===== src/rtl/perf_counter_unit.sv =====
// perf_counter_unit: programmable event counters with a free-running cycle
// counter, sticky overflow flags and a shadow snapshot bank for readout.
module perf_counter_unit #(
  parameter  int NUM_CNT = 4,
  parameter  int CNT_W   = 32,
  parameter  int NUM_EV  = 8,
  localparam int IDX_W   = (NUM_CNT > 1) ? $clog2(NUM_CNT) : 1,
  localparam int SEL_W   = $clog2(NUM_EV),
  localparam int RD_W    = $clog2(NUM_CNT + 1)
) (
  input  logic               clk,
  input  logic               reset,
  input  logic               en_i,
  input  logic [NUM_EV-1:0]  ev_i,
  input  logic               cfg_we_i,
  input  logic [IDX_W-1:0]   cfg_idx_i,
  input  logic [SEL_W-1:0]   cfg_sel_i,
  input  logic               cfg_sat_i,
  input  logic               clr_i,
  input  logic               snap_i,
  input  logic [RD_W-1:0]    rd_idx_i,
  output logic [CNT_W-1:0]   rd_data_o,
  output logic               snap_valid_o,
  output logic [NUM_CNT-1:0] ovf_o,
  output logic [CNT_W-1:0]   cycle_o
);

  logic [CNT_W-1:0]   cnt_q [NUM_CNT];
  logic [CNT_W-1:0]   cnt_d [NUM_CNT];
  logic [SEL_W-1:0]   sel_q [NUM_CNT];
  logic [SEL_W-1:0]   sel_d [NUM_CNT];
  logic [NUM_CNT-1:0] sat_q, sat_d;
  logic [NUM_CNT-1:0] ovf_q, ovf_d;
  logic [CNT_W-1:0]   cyc_q, cyc_d;
  // Entries 0..NUM_CNT-1 hold event counters, entry NUM_CNT the cycle count.
  logic [CNT_W-1:0]   shd_q [NUM_CNT+1];
  logic [CNT_W-1:0]   shd_d [NUM_CNT+1];
  logic               snap_valid_q, snap_valid_d;

  // A select value beyond the last event line never matches (non power-of-two NUM_EV).
  function automatic logic ev_hit(input logic [NUM_EV-1:0] ev, input logic [SEL_W-1:0] sel);
    logic hit;
    hit = 1'b0;
    for (int j = 0; j < NUM_EV; j++) begin
      if (sel == SEL_W'(j)) begin
        hit = ev[j];
      end else begin
        hit = hit;
      end
    end
    return hit;
  endfunction

  // Next-state: counting uses the current (old) config, then cfg, snapshot and clear.
  always_comb begin
    cyc_d        = cyc_q;
    ovf_d        = ovf_q;
    sat_d        = sat_q;
    snap_valid_d = snap_valid_q;
    for (int k = 0; k < NUM_CNT; k++) begin
      cnt_d[k] = cnt_q[k];
      sel_d[k] = sel_q[k];
    end
    for (int k = 0; k <= NUM_CNT; k++) begin
      shd_d[k] = shd_q[k];
    end

    if (en_i) begin
      cyc_d = cyc_q + CNT_W'(1);
      for (int k = 0; k < NUM_CNT; k++) begin
        if (ev_hit(ev_i, sel_q[k])) begin
          if (cnt_q[k] == {CNT_W{1'b1}}) begin
            ovf_d[k] = 1'b1;
            if (sat_q[k]) begin
              cnt_d[k] = cnt_q[k];
            end else begin
              cnt_d[k] = {CNT_W{1'b0}};
            end
          end else begin
            cnt_d[k] = cnt_q[k] + CNT_W'(1);
          end
        end else begin
          cnt_d[k] = cnt_q[k];
        end
      end
    end else begin
      cyc_d = cyc_q;
    end

    // Out-of-range indices match no counter and are therefore ignored.
    if (cfg_we_i) begin
      for (int k = 0; k < NUM_CNT; k++) begin
        if (cfg_idx_i == IDX_W'(k)) begin
          sel_d[k] = cfg_sel_i;
          sat_d[k] = cfg_sat_i;
        end else begin
          sel_d[k] = sel_d[k];
        end
      end
    end else begin
      sat_d = sat_d;
    end

    // Shadows take the pre-increment, pre-clear values of this cycle.
    if (snap_i) begin
      for (int k = 0; k < NUM_CNT; k++) begin
        shd_d[k] = cnt_q[k];
      end
      shd_d[NUM_CNT] = cyc_q;
      snap_valid_d   = 1'b1;
    end else begin
      snap_valid_d = snap_valid_d;
    end

    if (clr_i) begin
      for (int k = 0; k < NUM_CNT; k++) begin
        cnt_d[k] = {CNT_W{1'b0}};
      end
      cyc_d        = {CNT_W{1'b0}};
      ovf_d        = {NUM_CNT{1'b0}};
      snap_valid_d = snap_i;
    end else begin
      cyc_d = cyc_d;
    end
  end

  // State registers with synchronous active-low reset.
  always_ff @(posedge clk) begin
    if (!reset) begin
      for (int k = 0; k < NUM_CNT; k++) begin
        cnt_q[k] <= {CNT_W{1'b0}};
        sel_q[k] <= SEL_W'(k % NUM_EV);
      end
      for (int k = 0; k <= NUM_CNT; k++) begin
        shd_q[k] <= {CNT_W{1'b0}};
      end
      sat_q        <= {NUM_CNT{1'b0}};
      ovf_q        <= {NUM_CNT{1'b0}};
      cyc_q        <= {CNT_W{1'b0}};
      snap_valid_q <= 1'b0;
    end else begin
      for (int k = 0; k < NUM_CNT; k++) begin
        cnt_q[k] <= cnt_d[k];
        sel_q[k] <= sel_d[k];
      end
      for (int k = 0; k <= NUM_CNT; k++) begin
        shd_q[k] <= shd_d[k];
      end
      sat_q        <= sat_d;
      ovf_q        <= ovf_d;
      cyc_q        <= cyc_d;
      snap_valid_q <= snap_valid_d;
    end
  end

  // Shadow read mux; indices above NUM_CNT read as zero.
  always_comb begin
    rd_data_o = {CNT_W{1'b0}};
    for (int k = 0; k <= NUM_CNT; k++) begin
      if (rd_idx_i == RD_W'(k)) begin
        rd_data_o = shd_q[k];
      end else begin
        rd_data_o = rd_data_o;
      end
    end
  end

  assign snap_valid_o = snap_valid_q;
  assign ovf_o        = ovf_q;
  assign cycle_o      = cyc_q;

endmodule


===== config.mk =====
export PLATFORM = sky130hd
export DESIGN_NAME = perf_counter_unit
export DESIGN_NICKNAME = d
export VERILOG_FILES = /design/src/rtl/perf_counter_unit.sv
export SDC_FILE = /design/constraint.sdc
export NUM_CORES = 1
export LEC_CHECK = 0
export ABC_AREA = 1
export BUFFER_PORTS_ARGS = -buffer_cell sky130_fd_sc_hd__clkbuf_2
export CAP_MARGIN = 20
export CORE_MARGIN = 5
export CORE_UTILIZATION = 45
export CTS_BUF_LIST = sky130_fd_sc_hd__clkbuf_8 sky130_fd_sc_hd__clkbuf_16
export DETAILED_ROUTE_END_ITERATION = 16
export PLACE_DENSITY = 0.69
export SYNTH_ARGS = -nofsm -noshare
export SYNTH_HDL_FRONTEND = slang
export SYNTH_SLANG_ARGS = --single-unit

===== constraint.sdc =====
create_clock -name clk -period 1.88 [get_ports clk]
set_input_delay 0.094 -clock clk [delete_from_list [all_inputs] [get_ports clk]]
set_output_delay 0.094 -clock clk [all_outputs]
set_load 0.03 [all_outputs]

== Word level (Yosys, flattened, before mapping) ==
Memories as Yosys holds them, arrays and structs flattened.
Index checks and enable logic that the tools add are counted.

* Register bits after elaboration: 41
* Latch bits: 0
* Memory bits (writable): 300
* ROM bits: 0
* Bits of input ports: 23
* Output and inout bits: 69
* Logic and storage cells: 165
* Memories kept: 3

{| class="wikitable"
|+ Memory list
! name !! depth !! width !! read ports !! clocked after Yosys merged registers in !! wr ports !! line !! RTL
|-
| shd_q || 5 || 32 || 5 || 0 || 5 || 36 || <nowiki>logic [CNT_W-1:0] shd_q [NUM_CNT+1];</nowiki>
|-
| cnt_q || 4 || 32 || 4 || 0 || 4 || 28 || <nowiki>logic [CNT_W-1:0] cnt_q [NUM_CNT];</nowiki>
|-
| sel_q || 4 || 3 || 4 || 0 || 4 || 30 || <nowiki>logic [SEL_W-1:0] sel_q [NUM_CNT];</nowiki>
|}

* $add $sub $neg: 5
* Multipliers: 0
* Divide/modulo/power cells: 0
* $lt $le $gt $ge: 0
* Eq/ne operators: 39
* Shift operators: 0
* Mux-type cells: 78
* Bitwise operators: 14
* Reduce and logical (&&, ||, !) cells: 16

{| class="wikitable"
|+ Operators with widths
! cell !! count
|-
| $mux W32 || 26
|-
| $mux W128 || 2
|-
| $add A32 B1 Y32 const B || 5
|-
| $mux W160 || 1
|-
| $eq A32 B32 Y1 const B || 4
|-
| $eq A3 B3 Y1 const B || 17
|-
| $mux W1 || 40
|-
| $eq A3 B2 Y1 const B || 10
|-
| $mux W3 || 8
|-
| $eq A3 B1 Y1 const B || 5
|-
| $logic_not A3 Y1 || 5
|-
| $or A1 B1 Y1 || 13
|-
| $mux W12 || 1
|-
| $reduce_and A3 Y1 || 4
|-
| $reduce_and A2 Y1 || 4
|-
| $eq A2 B2 Y1 const B || 2
|-
| $eq A2 B1 Y1 const B || 1
|-
| $logic_not A2 Y1 || 1
|-
| $reduce_bool A2 Y1 || 1
|-
| $reduce_or A2 Y1 || 1
|-
| $not A1 Y1 || 1
|}

== Logic depth before layout (Yosys ltp) ==
* Word-level depth: 14
* Depth in mapped cells: 14
* Mapped depth without buffers: 13

== Worst setup path before layout ==
Ideal clock, no wire load.

* Path type: reg-to-reg
* Start: reg cyc_q[0] (netlist: cycle_o[0])
* End: reg cyc_q[24] (netlist: cycle_o[24])
* Setup time: 0.128 ns
* Data arrival time: 1.811 ns
* Required time: 1.752 ns
* Slack: -0.059 ns
* Cell stages (with the launch flop): 10
* Path buffers: 0
* Period minus slack after synthesis: 1.939 ns
* Path through: dfxtp_1 > ha_1 > nand3_1 > nor2_1 > nand3_1 > nor3_2 > nand2_1 > nor2_1 > xnor2_1 > nor2_1

* Longest elaborated chain between the ends: 1

{| class="wikitable"
|+ Ends and longest elaborated chain
! element !! line !! RTL
|-
| start: declaration || 34 || <nowiki>logic [CNT_W-1:0] cyc_q, cyc_d;</nowiki>
|-
| start signal: assignment || 139 || <nowiki>cyc_q <= {CNT_W{1'b0}};</nowiki>
|-
| start signal: assignment || 151 || <nowiki>cyc_q <= cyc_d;</nowiki>
|-
| $add A32 B1 Y32 || 69 || <nowiki>cyc_d = cyc_q + CNT_W'(1);</nowiki>
|}

Every way passes these cells.
A chain may end at the register's enable or synchronous reset.

==> impl_metrics.ini <==
[run_status]
outcome = finished with violations
violations = negative setup slack

[cts]
cts_buffer_depth = 3
h-tree-depth = 2
clock_sinks = 341
clock_latency_ps = 570
cts_buffers = 39
root_buffer = clkbuf_16
clk_pin_slew_ps = 60
cts_tree = built

[detailed_routing]
antenna_left = 0
drc_errors = 0
drt-total-wl_microns = 65630
vias = 19744
drt-initial-drc-count = 2137
drtPass1Iterations = 6
wl_per_cell_microns = 18.40
vias_per_cell = 5.535

[finish]
final_nets = 3038
area_growth_pct = 26.24
fillCellCount = 3832
stdcell_count = 3567
multi_input_area_sq_mm = 0.01036
seqCellArea_sq_mm = 0.006853
drive_gt1_frac = 0.1860

[sta]
finalSetupViolations = 1
clock.fmax_mhz = 526.4
finalWorstSetupSlack_ps = -19.83
hold_slack_ps = 63.04
period_needed_ps = 1900
timing.final.crit_share = 1.011
drv_slew = 0
rsz0062_at_grt = true
finalHoldViolations = 0
tightest_slew_ps = 700.4
slew_headroom = 0.5331
fin_worst_skew_ps = 18.90

[global_route]
grt.overflow.total = 0
grt_pass1_vias = 17962
grt_pass1_wl_microns = 98330
gr-usage-all-layers = 0.2750
antenna_found_initial = 2
grt_max_degree = 175

[critical_path]
crit_chain = ha_4 -> nand2_4 -> nor2_4 -> nand4_1 -> nor2_2 -> nand4_2 -> nand2_4 -> clkbuf_16 -> nand3_2 -> a21oi_2
crit_buf_inv = 1
cp.arrival_ps = 2380
end_kind = flop
startpoint_type = flop
timing.rr.end = cnt_q[1][9]$_SDFFE_PP0P_
cpMostUsedCell = nand2_4
crit_end = cnt_q[1][9]$_SDFFE_PP0P_
r2r_start = cnt_q[1][1]$_SDFFE_PP0P_
worstPathMaxFanout = 6
rrSetupSlack_ps = -20
cp.depth = 10
path_delay_family = simple AND/OR/NAND/NOR gates
crit_start = cnt_q[1][1]$_SDFFE_PP0P_
critPathMaxStageDelay_ps = 350
cpMaxStageDelayCell = dfxtp_2
cp.required_ps = 2370
crit_type = flop to flop
ff2ff_path_depth = 10

[placement]
dp_cells = 3443
place_hpwl_microns = 47270
pre_cts_slack_ps = -26.98
routabilityCongestion = 0.9709
port_buffers = 91

[yosys]
synth_edf_count = 0
synthCells = 2781
synth_ff_type = dfxtp_1
synth.most_common_cell = nand2_1
synth-async-reset-ratio = 0
syn_nets = 2809
yosysWarnings = 0
synthTopCellsByArea = dfxtp_1, nand2_1, nor2_1
postSynthAreaPerCell_sq_um = 6.516
synthDistinctLibCells = 49
ys_seq_area_frac = 0.3767
yosys.area.top_type = dfxtp_1
netlist_area_sq_mm = 0.01812
netlist.area_leader.share = 0.3767
yosys-top-cells-count = nand2_1, nor2_1, dfxtp_1
ys_ff_latch = 341

[run]
maxCapViolations = 0

[floorplanning]
coreArea_sq_mm = 0.03982
die_w_microns = 210.7
pin_count = 92
die-height_microns = 210.7
rows = 73
start_util = 0.4550
die-area_sq_mm = 0.04438

[power_and_ir_drop]
max-vdd-ir-drop_v = 0.0005040
p_leak_nw = 8.836
power_per_cell_area_mw_per_mm2 = 777.3

[worst_hold_path]
hold_path.class = input pin to flop
-- state kept, by name, summed over array words and instances, names as in the netlist --
| signal | count |
|---|---|
| snap_valid_o | 1 |
| sel_q | 12 |
| cycle_o | 32 |
| ovf_o | 4 |
| cnt_q | 128 |
| shd_q | 160 |
| sat_q | 4 |
-- where the power goes --
part / switching (mW) / internal, mW
Sequential: 0.141 / 7.43
Combinational: 1.18 / 0.614
Clock: 3.24 / 5.18
-- worst min-delay path, delay by kind of cell --
family,cells,cell delay [ps]
buf+inv,2,320
compound gates,1,160
-- per-stage QoR --
| stage | util | setup TNS (ps) | instance area, sq um | total power [mW] |
|---|---|---|---|---|
| detailed placement | 0.5078 | -46.03 | 20220 | 9.216 |
| CTS | 0.5469 | 0 | 21780 | 17.59 |
| global placement | 0.5078 | 0 | 20220 | 9.192 |
| finish | 0.5744 | -19.83 | 22880 | 17.78 |
| floorplan | - | 0 | 18120 | 8.648 |
| global route | 0.5742 | -2873 | 22870 | 18.27 |
-- worst min-delay path by stage --
stage / end / start / cells past startpoint
after floorplan: sel_q[3][0]$_SDFFE_PN1P_ / cfg_sel_i[0] / 2
after global placement: sel_q[2][1]$_SDFFE_PN1P_ / cfg_sel_i[1] / 3
after detailed placement: sel_q[2][1]$_SDFFE_PN1P_ / cfg_sel_i[1] / 3
after CTS: shd_q[0][67]$_SDFFE_PN0P_ / snap_i / 3
after global routing: shd_q[0][27]$_SDFFE_PN0P_ / snap_i / 3
final: shd_q[0][27]$_SDFFE_PN0P_ / snap_i / 3
-- layout by cell type (no fill, tap or decap), drive strengths merged, types with 4 or more instances in the layout --
cell         netlist  final
bufinv             0      8
diode              0      4
o21ai            226    226
a31oi             16     16
ha                 5      5
o211ai            16     16
or2                4      4
dfxtp            341    341
buf               43    214
nand4             75     75
nand2            645    646
clkbuf            95    144
nand3            218    218
inv              233    238
dlygate4sd3        0     12
a21oi            287    287
clkinv             1      9
nand3b            12     12
a221oi            16     16
nor3              38     38
nor2             441    441
xnor2             10     10
xor2              44     44
-- logic make-up after synthesis --
family	synth area share
compound gates	0.1649
xor+xnor	0.02610
fa+ha+maj	0.003452
buf+inv	0.08465
flops	0.3767
simple gates	0.3442
-- area by class of cell --
| class | count | share of cell area |
|---|---|---|
| Multi-Input combinational cell | 2069 | 0.4527 |
| Sequential cell | 341 | 0.2996 |
| Timing Repair Buffer | 325 | 0.1185 |
| Clock buffer | 45 | 0.04676 |
| Inverter | 234 | 0.03851 |
| Tap cell | 525 | 0.02872 |
| Clock inverter | 24 | 0.01477 |
| Antenna cell | 4 | 0.0004376 |
-- routing by layer --
| metal | track usage | part of all wire | up-vias |
|---|---|---|---|
| met3 | 0.03461 | 0.074 | 125 |
| met1 | 0.3803 | 0.43 | 9232 |
| met2 | 0.4403 | 0.46 | 771 |
| met4 | 0.1071 | 0.039 | 0 |
| met5 | 0 | 0 | - |
| li1 | - | - | 9616 |
-- timing repair --
action                                 CTS  global route
endpoints found under the hold margin   25             0
setup endpoints to repair               15           136
setup buffers                            0            25
hold buffers                            12             0
pin swaps                                1            51
gates resized for setup                  8           167
cloned                                   0            14
(Power assumes the default switching activity.)
